===== config.mk =====
export PLATFORM = sky130hd
export DESIGN_NAME = mlp_controller
export DESIGN_NICKNAME = d
export VERILOG_FILES = /design/src/rtl/mlp_defs_pkg.sv /design/src/rtl/mlp_controller_onehot_sequencer.sv /design/src/rtl/mlp_controller.sv
export SDC_FILE = /design/constraint.sdc
export NUM_CORES = 1
export LEC_CHECK = 0
export CORE_AREA = 2 2 67 69
export CTS_CLUSTER_DIAMETER = 120
export DETAILED_ROUTE_END_ITERATION = 12
export DIE_AREA = 0 0 69 71
export GPL_ROUTABILITY_DRIVEN = 0
export PLACE_DENSITY = 0.86
export SLEW_MARGIN = 10
export SYNTH_ARGS = -nofsm -noshare
export SYNTH_HDL_FRONTEND = slang
export SYNTH_SLANG_ARGS = --single-unit

===== constraint.sdc =====
create_clock -name clk -period 1.4 [get_ports clk]
set_input_delay 0.28 -clock clk [delete_from_list [all_inputs] [get_ports clk]]
set_output_delay 0.28 -clock clk [all_outputs]
set_load 0.005 [all_outputs]

===== src/rtl/mlp_defs_pkg.sv =====
// Shared layer/phase codes for the MLP controller and the wrapper around it.
// curr_layer carries the FSM state code directly, so the state enum reuses
// the same 3-bit values the wrapper compares against.
package mlp_defs;

   localparam logic [2:0] LAYER_IDLE   = 3'd0;
   localparam logic [2:0] LAYER_FETCH  = 3'd1;
   localparam logic [2:0] LAYER_HIDDEN = 3'd2;
   localparam logic [2:0] LAYER_OUTPUT = 3'd3;
   localparam logic [2:0] LAYER_ARGMAX = 3'd4;
   localparam logic [2:0] LAYER_SCORE  = 3'd5;
   localparam logic [2:0] LAYER_NEXT   = 3'd6;
   localparam logic [2:0] LAYER_DONE   = 3'd7;

   typedef enum logic [2:0] {
      ST_IDLE   = LAYER_IDLE,
      ST_FETCH  = LAYER_FETCH,
      ST_HIDDEN = LAYER_HIDDEN,
      ST_OUTPUT = LAYER_OUTPUT,
      ST_ARGMAX = LAYER_ARGMAX,
      ST_SCORE  = LAYER_SCORE,
      ST_NEXT   = LAYER_NEXT,
      ST_DONE   = LAYER_DONE
   } state_t;

endpackage


===== src/rtl/mlp_controller_onehot_sequencer.sv =====
// One-hot neuron pointer for the hidden layer. The register always holds
// exactly one set bit; bit 0 means neuron index 0. Each enabled cycle the
// bit rotates one position up, wrapping back to bit 0 after the last neuron.
// Needs size_of_hidden_layer >= 2.
module onehot_sequencer #(
   parameter int size_of_hidden_layer = 30
) (
   input  logic                            clk,
   input  logic                            rst,
   input  logic                            en,
   input  logic                            clear,
   output logic [size_of_hidden_layer-1:0] onehot,
   output logic                            last
);

   localparam int H = size_of_hidden_layer;

   logic [H-1:0] ptr;

   // Rotate the pointer on enable; clear or reset parks it on neuron 0.
   always_ff @(posedge clk or negedge rst) begin
      if (!rst) begin
         ptr <= H'(1);
      end else if (clear) begin
         ptr <= H'(1);
      end else if (en) begin
         ptr <= {ptr[H-2:0], ptr[H-1]};
      end
   end

   // Expose the pointer and flag the final hidden neuron.
   always_comb begin
      onehot = ptr;
      last   = ptr[H-1];
   end

endmodule


===== src/rtl/mlp_controller.sv =====
// Control FSM in front of the MLP datapath. Per test vector it walks
// FETCH, one HIDDEN cycle per neuron, OUTPUT, ARGMAX, SCORE and NEXT, then
// loops until the last address has been processed and parks in DONE.
// hold freezes everything; SCORE and inc_addr are masked while held so the
// wrapper's counters never see a stretched pulse.
module mlp_controller
   import mlp_defs::*;
#(
   parameter int size_of_hidden_layer       = 30,
   parameter int number_of_test_cases       = 750,
   parameter int clog2_number_of_test_cases = 10
) (
   input  logic                                  clk,
   input  logic                                  rst,
   input  logic                                  start,
   input  logic                                  hold,
   input  logic [clog2_number_of_test_cases-1:0] addr_cnt,
   output logic [2:0]                            curr_layer,
   output logic [size_of_hidden_layer+1:0]       ld_en,
   output logic                                  inc_addr,
   output logic                                  busy,
   output logic                                  done
);

   localparam int H = size_of_hidden_layer;
   localparam int C = clog2_number_of_test_cases;
   localparam logic [C-1:0] LAST_ADDR = C'(number_of_test_cases - 1);

   state_t       state;
   state_t       next_state;
   logic [H-1:0] neuron_onehot;
   logic         neuron_last;
   logic         seq_en;
   logic         seq_clear;

   // The neuron pointer only moves in unheld HIDDEN cycles and sits on
   // neuron 0 whenever the FSM is elsewhere.
   always_comb begin
      seq_en    = (state == ST_HIDDEN) && !hold;
      seq_clear = (state != ST_HIDDEN);
   end

   onehot_sequencer #(
      .size_of_hidden_layer(H)
   ) u_seq (
      .clk   (clk),
      .rst   (rst),
      .en    (seq_en),
      .clear (seq_clear),
      .onehot(neuron_onehot),
      .last  (neuron_last)
   );

   // State register; reset aborts any run straight back to IDLE.
   always_ff @(posedge clk or negedge rst) begin
      if (!rst) begin
         state <= ST_IDLE;
      end else begin
         state <= next_state;
      end
   end

   // Phase sequencing; a held cycle never moves the FSM.
   always_comb begin
      next_state = state;
      if (!hold) begin
         case (state)
            ST_IDLE:   if (start) next_state = ST_FETCH;
            ST_FETCH:  next_state = ST_HIDDEN;
            ST_HIDDEN: if (neuron_last) next_state = ST_OUTPUT;
            ST_OUTPUT: next_state = ST_ARGMAX;
            ST_ARGMAX: next_state = ST_SCORE;
            ST_SCORE:  next_state = ST_NEXT;
            ST_NEXT:   next_state = (addr_cnt == LAST_ADDR) ? ST_DONE : ST_FETCH;
            ST_DONE:   next_state = ST_DONE;
            default:   next_state = ST_IDLE;
         endcase
      end
   end

   // Output decode from the registered state. A held SCORE cycle reports
   // ARGMAX (with no strobe) so the wrapper's correct-counter samples once.
   always_comb begin
      curr_layer = state;
      ld_en      = '0;
      inc_addr   = 1'b0;
      busy       = (state != ST_IDLE) && (state != ST_DONE);
      done       = (state == ST_DONE);
      case (state)
         ST_HIDDEN: ld_en[H-1:0] = neuron_onehot;
         ST_OUTPUT: ld_en[H]     = 1'b1;
         ST_ARGMAX: ld_en[H+1]   = 1'b1;
         ST_SCORE:  if (hold) curr_layer = LAYER_ARGMAX;
         ST_NEXT:   inc_addr = !hold;
         default:   ld_en = '0;
      endcase
   end

endmodule


---- Word-level counts from Yosys, hierarchy flattened ----
Cells that the tools add are included.
storage, ports and cells
  flip-flop bits (word level) ............. 33
  input bits .............................. 14
  output and inout bits ................... 38
  logic and storage cells ................. 34
cells by class
  eq/ne operators ......................... 12
  muxes and demuxes ....................... 12
  bitwise gates (word level) .............. 1
  reductions and logical operators ........ 7
operators by type and width
  kind                    number
  $mux W30                3
  $pmux W3 S8             1
  $mux W3                 5
  $eq A3 B3 Y1 const B    4
  $eq A10 B10 Y1 const B  1
  $eq A3 B2 Y1 const B    2
  $eq A3 B1 Y1 const B    1
  $logic_not A3 Y1        1
  $mux W1                 3
  $ne A3 B2 Y1 const B    1
  $ne A3 B3 Y1 const B    1
  $reduce_and A3 Y1       1
  $reduce_bool A3 Y1      1
  $logic_and A1 B1 Y1     2
  $ne A2 B1 Y1 const B    1
  $ne A2 B2 Y1 const B    1
  $reduce_bool A2 Y1      1
  $logic_not A1 Y1        1
  $not A1 Y1              1

---- Logic depth before layout (Yosys ltp) ----
  depth after elaboration ................. 4
  depth in mapped cells ................... 4
  depth with buffers taken out ............ 3

---- By module ----
From an unflattened synthesis, not the netlist that was laid out.
unflattened totals
  cells, all modules ...................... 174
  area total of the unflattened synthesis .. 1719.1 um^2
by module, submodules not included
  module            times used  cells each  area an instance (um^2)  sequential area each (um^2)
  onehot_sequencer  1           98          1229.9                   752.0
  mlp_controller    1           76          489.2                    75.1

---- Worst setup path before layout ----
OpenSTA, ideal clock, no wires.
  path kind ............................... reg-to-output
  start ................................... register state[2]
  end ..................................... output ld_en[10]
  data arrival time ....................... 1095 ps
  data required time ...................... 1120 ps
  setup slack ............................. 25 ps
  stages on the path, launching flop included .. 5
  path buffers ............................ 2
  cell sequence ........................... dfrtp_1 buf_2 nor3b_2 clkbuf_1 and2_1
between the ends
  longest elaborated chain between the ends .. 2
ends and longest elaborated chain
  what                      line                  RTL
  start: declaration        mlp_controller.sv:29  state_t state;
  start signal: assignment  mlp_controller.sv:59  state <= next_state;
  $eq A3 B2 Y1              mlp_controller.sv:89  case (state)
  $mux W30                  mlp_controller.sv:89
  end: declaration          mlp_controller.sv:19  output logic [size_of_hidden_layer+1:0] ld_en,
No other way between the ends.

---- Worst setup path after layout ----
  start ................................... register state[2]
  end ..................................... output ld_en[8]
The elaborated chain is that of the path after synthesis.

==> run_results.csv <==
group,metric,value,unit
global_route,antenna_found_initial,0,
setup_path,slowest_stage,"dfrtp_1",
synth,postSynthCellCount,166,
global_route,grt_pass1_wl,6840,um
route,drt-initial-drc-count,88,
synth,synth_fa_ha_area_frac,0,
route,vias,1504,
die,die_y,71,um
synth,synthMuxAreaShare,0.185,
clock_tree,cts_root_buffer,"clkbuf_8",
power_and_ir_drop,vdd_drop_max,0.647,mV
global_route,gr-total-overflow,0,
layout,diodes,0,
power_and_ir_drop,p_leak,0.00140,uW
clock_tree,cts.sinks,33,
sta,drv_slew,0,
setup_path,crit_family,"buffers and inverters",
setup_path,crit_type,"flip-flop to primary output",
sta,max_freq,558,MHz
global_route,first_global_vias,1448,
die,fp.coreArea,4200,um^2
sta,hold_viol,0,
setup_path,cp.buffers_inverters,4,
setup_path,cp.arrival,1.51,ns
synth,synth-compound-area-share,0.0223,
synth,yosysSeqAreaShare,0.492,
setup_path,cpMostUsedCell,"buf_6",
clock_tree,insertion_delay,0.29,ns
synth,netlist_area,1680,um^2
global_route,grt_usage,0.175,
synth,synth_top_family_by_area,"simple AND/OR/NAND/NOR gates",
route,drt-pass1-iter-count,4,
route,wl_per_cell,15.8,um
synth,synth.distinct_cells,25,
clock_tree,numCtsBuffers,5,
sta,finalSetupViolations,69,
sta,tns,-21.91,ns
outcome,status,"complete, but fails checks",
synth,avgSynthCellArea,10.1,um^2
die,rows,24,
route,drt.antenna.violating_nets,0,
sta,finalClockSkew,0.00492,ns
route,wirelength,4790,um
synth,ys_seq_elements,33,
sta,worst_slew_pin_slew,0.427,ns
die,initial_core_util,0.400,
die,ioPinCount,52,
flow_run,max-cap-violations,0,
synth,synth_xor_area_frac,0,
synth,synth_simple_gate_area_frac,0.258,
setup_path,path_cells,"nor3b_4 > buf_6 > buf_6 > buf_6 > and2_4 > buf_6",
clock_tree,cts_tree,"done",
power_and_ir_drop,fin_total_pwr,3830,uW
sta,rsz0062_at_grt,"yes",
power_and_ir_drop,powerDensity,1330,nW/um^2
sta,finalCriticalPeriod,1.79,ns
layout,fill_cells,313,
layout,drive_above_1_share,0.584,
placed_design,portBuffers,51,
clock_tree,clk_pin_slew,0.07,ns
clock_tree,cts_buffer_depth,2,
hold_path,hold_path_class,"input pin to asynchronous set/reset pin",
sta,timing.final.ws_setup,-0.392,ns
outcome,violations,"setup timing",
setup_path,crit_required,1.12,ns
layout,final_util,0.684,
sta,max_slew_margin,0.715,
setup_path,end_kind,"primary output",
global_route,grt_max_degree,34,
synth,ys_warn_count,0,
setup_path,critical-path-max-stage-delay,0.41,ns
die,die_x,69,um
route,vias_per_cell,4.98,
layout,fin_nets,263,
layout,area_growth_syn_to_layout,71.1,%
sta,period_share,1.28,
clock_tree,cts_htree_levels,2,
setup_path,start_kind,"flip-flop",
route,post-route-drc-count,0,
die,die_area,4900,um^2
setup_path,crit_fanout,6,
placed_design,place_ws,-0.388,ns
synth,syn-num-nets,180,
placed_design,hpwlAfterDp,2450,um
worst register-to-register path, stage by stage (launching register included):
cell,delay (ns)
dfrtp_1,0.41
buf_4,0.15
buf_6,0.12
buf_6,0.11
buf_4,0.14
or3b_4,0.44
clkbuf_16,0.20
nor2_2,0.10
synthesized netlist by cell type:
cell,instances,share of area
nor3b_1,1,0.0045
and3b_1,1,0.0052
and4b_1,1,0.0060
buf_6,1,0.0067
nand2_1,3,0.0067
and2_1,31,0.12
buf_2,7,0.021
or3b_1,1,0.0052
mux2i_1,31,0.18
o21ai_0,3,0.0089
and3_1,1,0.0037
o31ai_1,1,0.0045
nor2_1,33,0.074
dfrtp_1,32,0.48
nand4_1,1,0.0037
a21boi_0,1,0.0045
nand3_1,1,0.0030
a211oi_1,1,0.0045
nor3b_2,1,0.0074
nor3_1,1,0.0030
nor2b_1,3,0.011
dfstp_2,1,0.016
clkbuf_1,7,0.016
nor4bb_1,1,0.0060
nand2b_1,1,0.0037
final cells by class:
cell class              instances  area [um^2]  area share
multi-input cells             118         1010       0.351
repair buffers                 91          895       0.311
flip-flops and latches         33          827       0.288
well taps                      52         65.1      0.0226
clock buffers                   8         80.1      0.0278
layout by cell type (no fill, tap or decap), types with 2 or more instances in the layout:
master,count
nand2_1,2
clkbuf_16,2
buf_12,2
nor2_4,10
and2_1,8
nor2b_2,2
buf_6,40
clkbuf_8,5
dfrtp_1,32
mux2i_1,31
buf_4,18
clkbuf_1,3
and2_4,23
buf_2,15
clkdlybuf4s50_1,12
nor2_1,5
nor2_2,18
report_power, final:
| part | switching [uW] | leakage [uW] | internal (uW) |
|---|---|---|---|
| Combinational | 937 | 0.000905 | 1130 |
| Clock | 334 | 0.0000395 | 353 |
| Sequential | 59.0 | 0.000453 | 1020 |
| Total | 1330 | 0.00140 | 2500 |
cells by family after synthesis:
group           Yosys count
buf+inv                  15
mux                      31
simple gates             81
flops                    33
compound gates            6
worst paths after layout:
check	depth (start not counted)	slack (ns)	from	to
worst min register to register	2	0.55	u_seq.onehot[15]	u_seq.onehot[15]
worst min-delay path	2	0.36	rst	u_seq.onehot[29]
min in group clk	3	0.39	hold	state[0]
worst max-delay path	6	-0.39	state[2]	ld_en[8]
worst max register to register	7	-0.34	state[2]	u_seq.onehot[16]
max in group asynchronous	2	0.80	rst	u_seq.onehot[0]
flip-flops by register name, summed over array words and instances, names as in the netlist:
register / flops
u_seq.onehot: 30
state: 3
metrics by stage:
step,area [um^2],hold slack [ns],cells
5_1_grt,2880,0.370,302
2_1_floorplan,1680,-0.0156,166
4_1_cts,2610,0.369,299
3_5_place_dp,2310,0.531,268
3_3_place_gp,2310,0.515,268
6_report,2880,0.361,302
timing repair:
action                     CTS  global route
gates cloned                 3             3
setup buffers               20             2
hold buffers                 0             0
resized for setup          210            60
pin swaps                   28             2
setup endpoints to repair   38            69
routing by layer:
layer | share of wire | GRT usage | wire length (um) | up-vias
met1 | 0.41 | 0.203 | 1940 | 750
met2 | 0.53 | 0.309 | 2560 | 34
met4 | 0.015 | 0.0654 | 74 | 0
met5 | 0 | 0 | 0 | -
li1 | - | - | - | 710
met3 | 0.044 | 0.0499 | 211 | 10
Power figures use the tool's default switching activity.
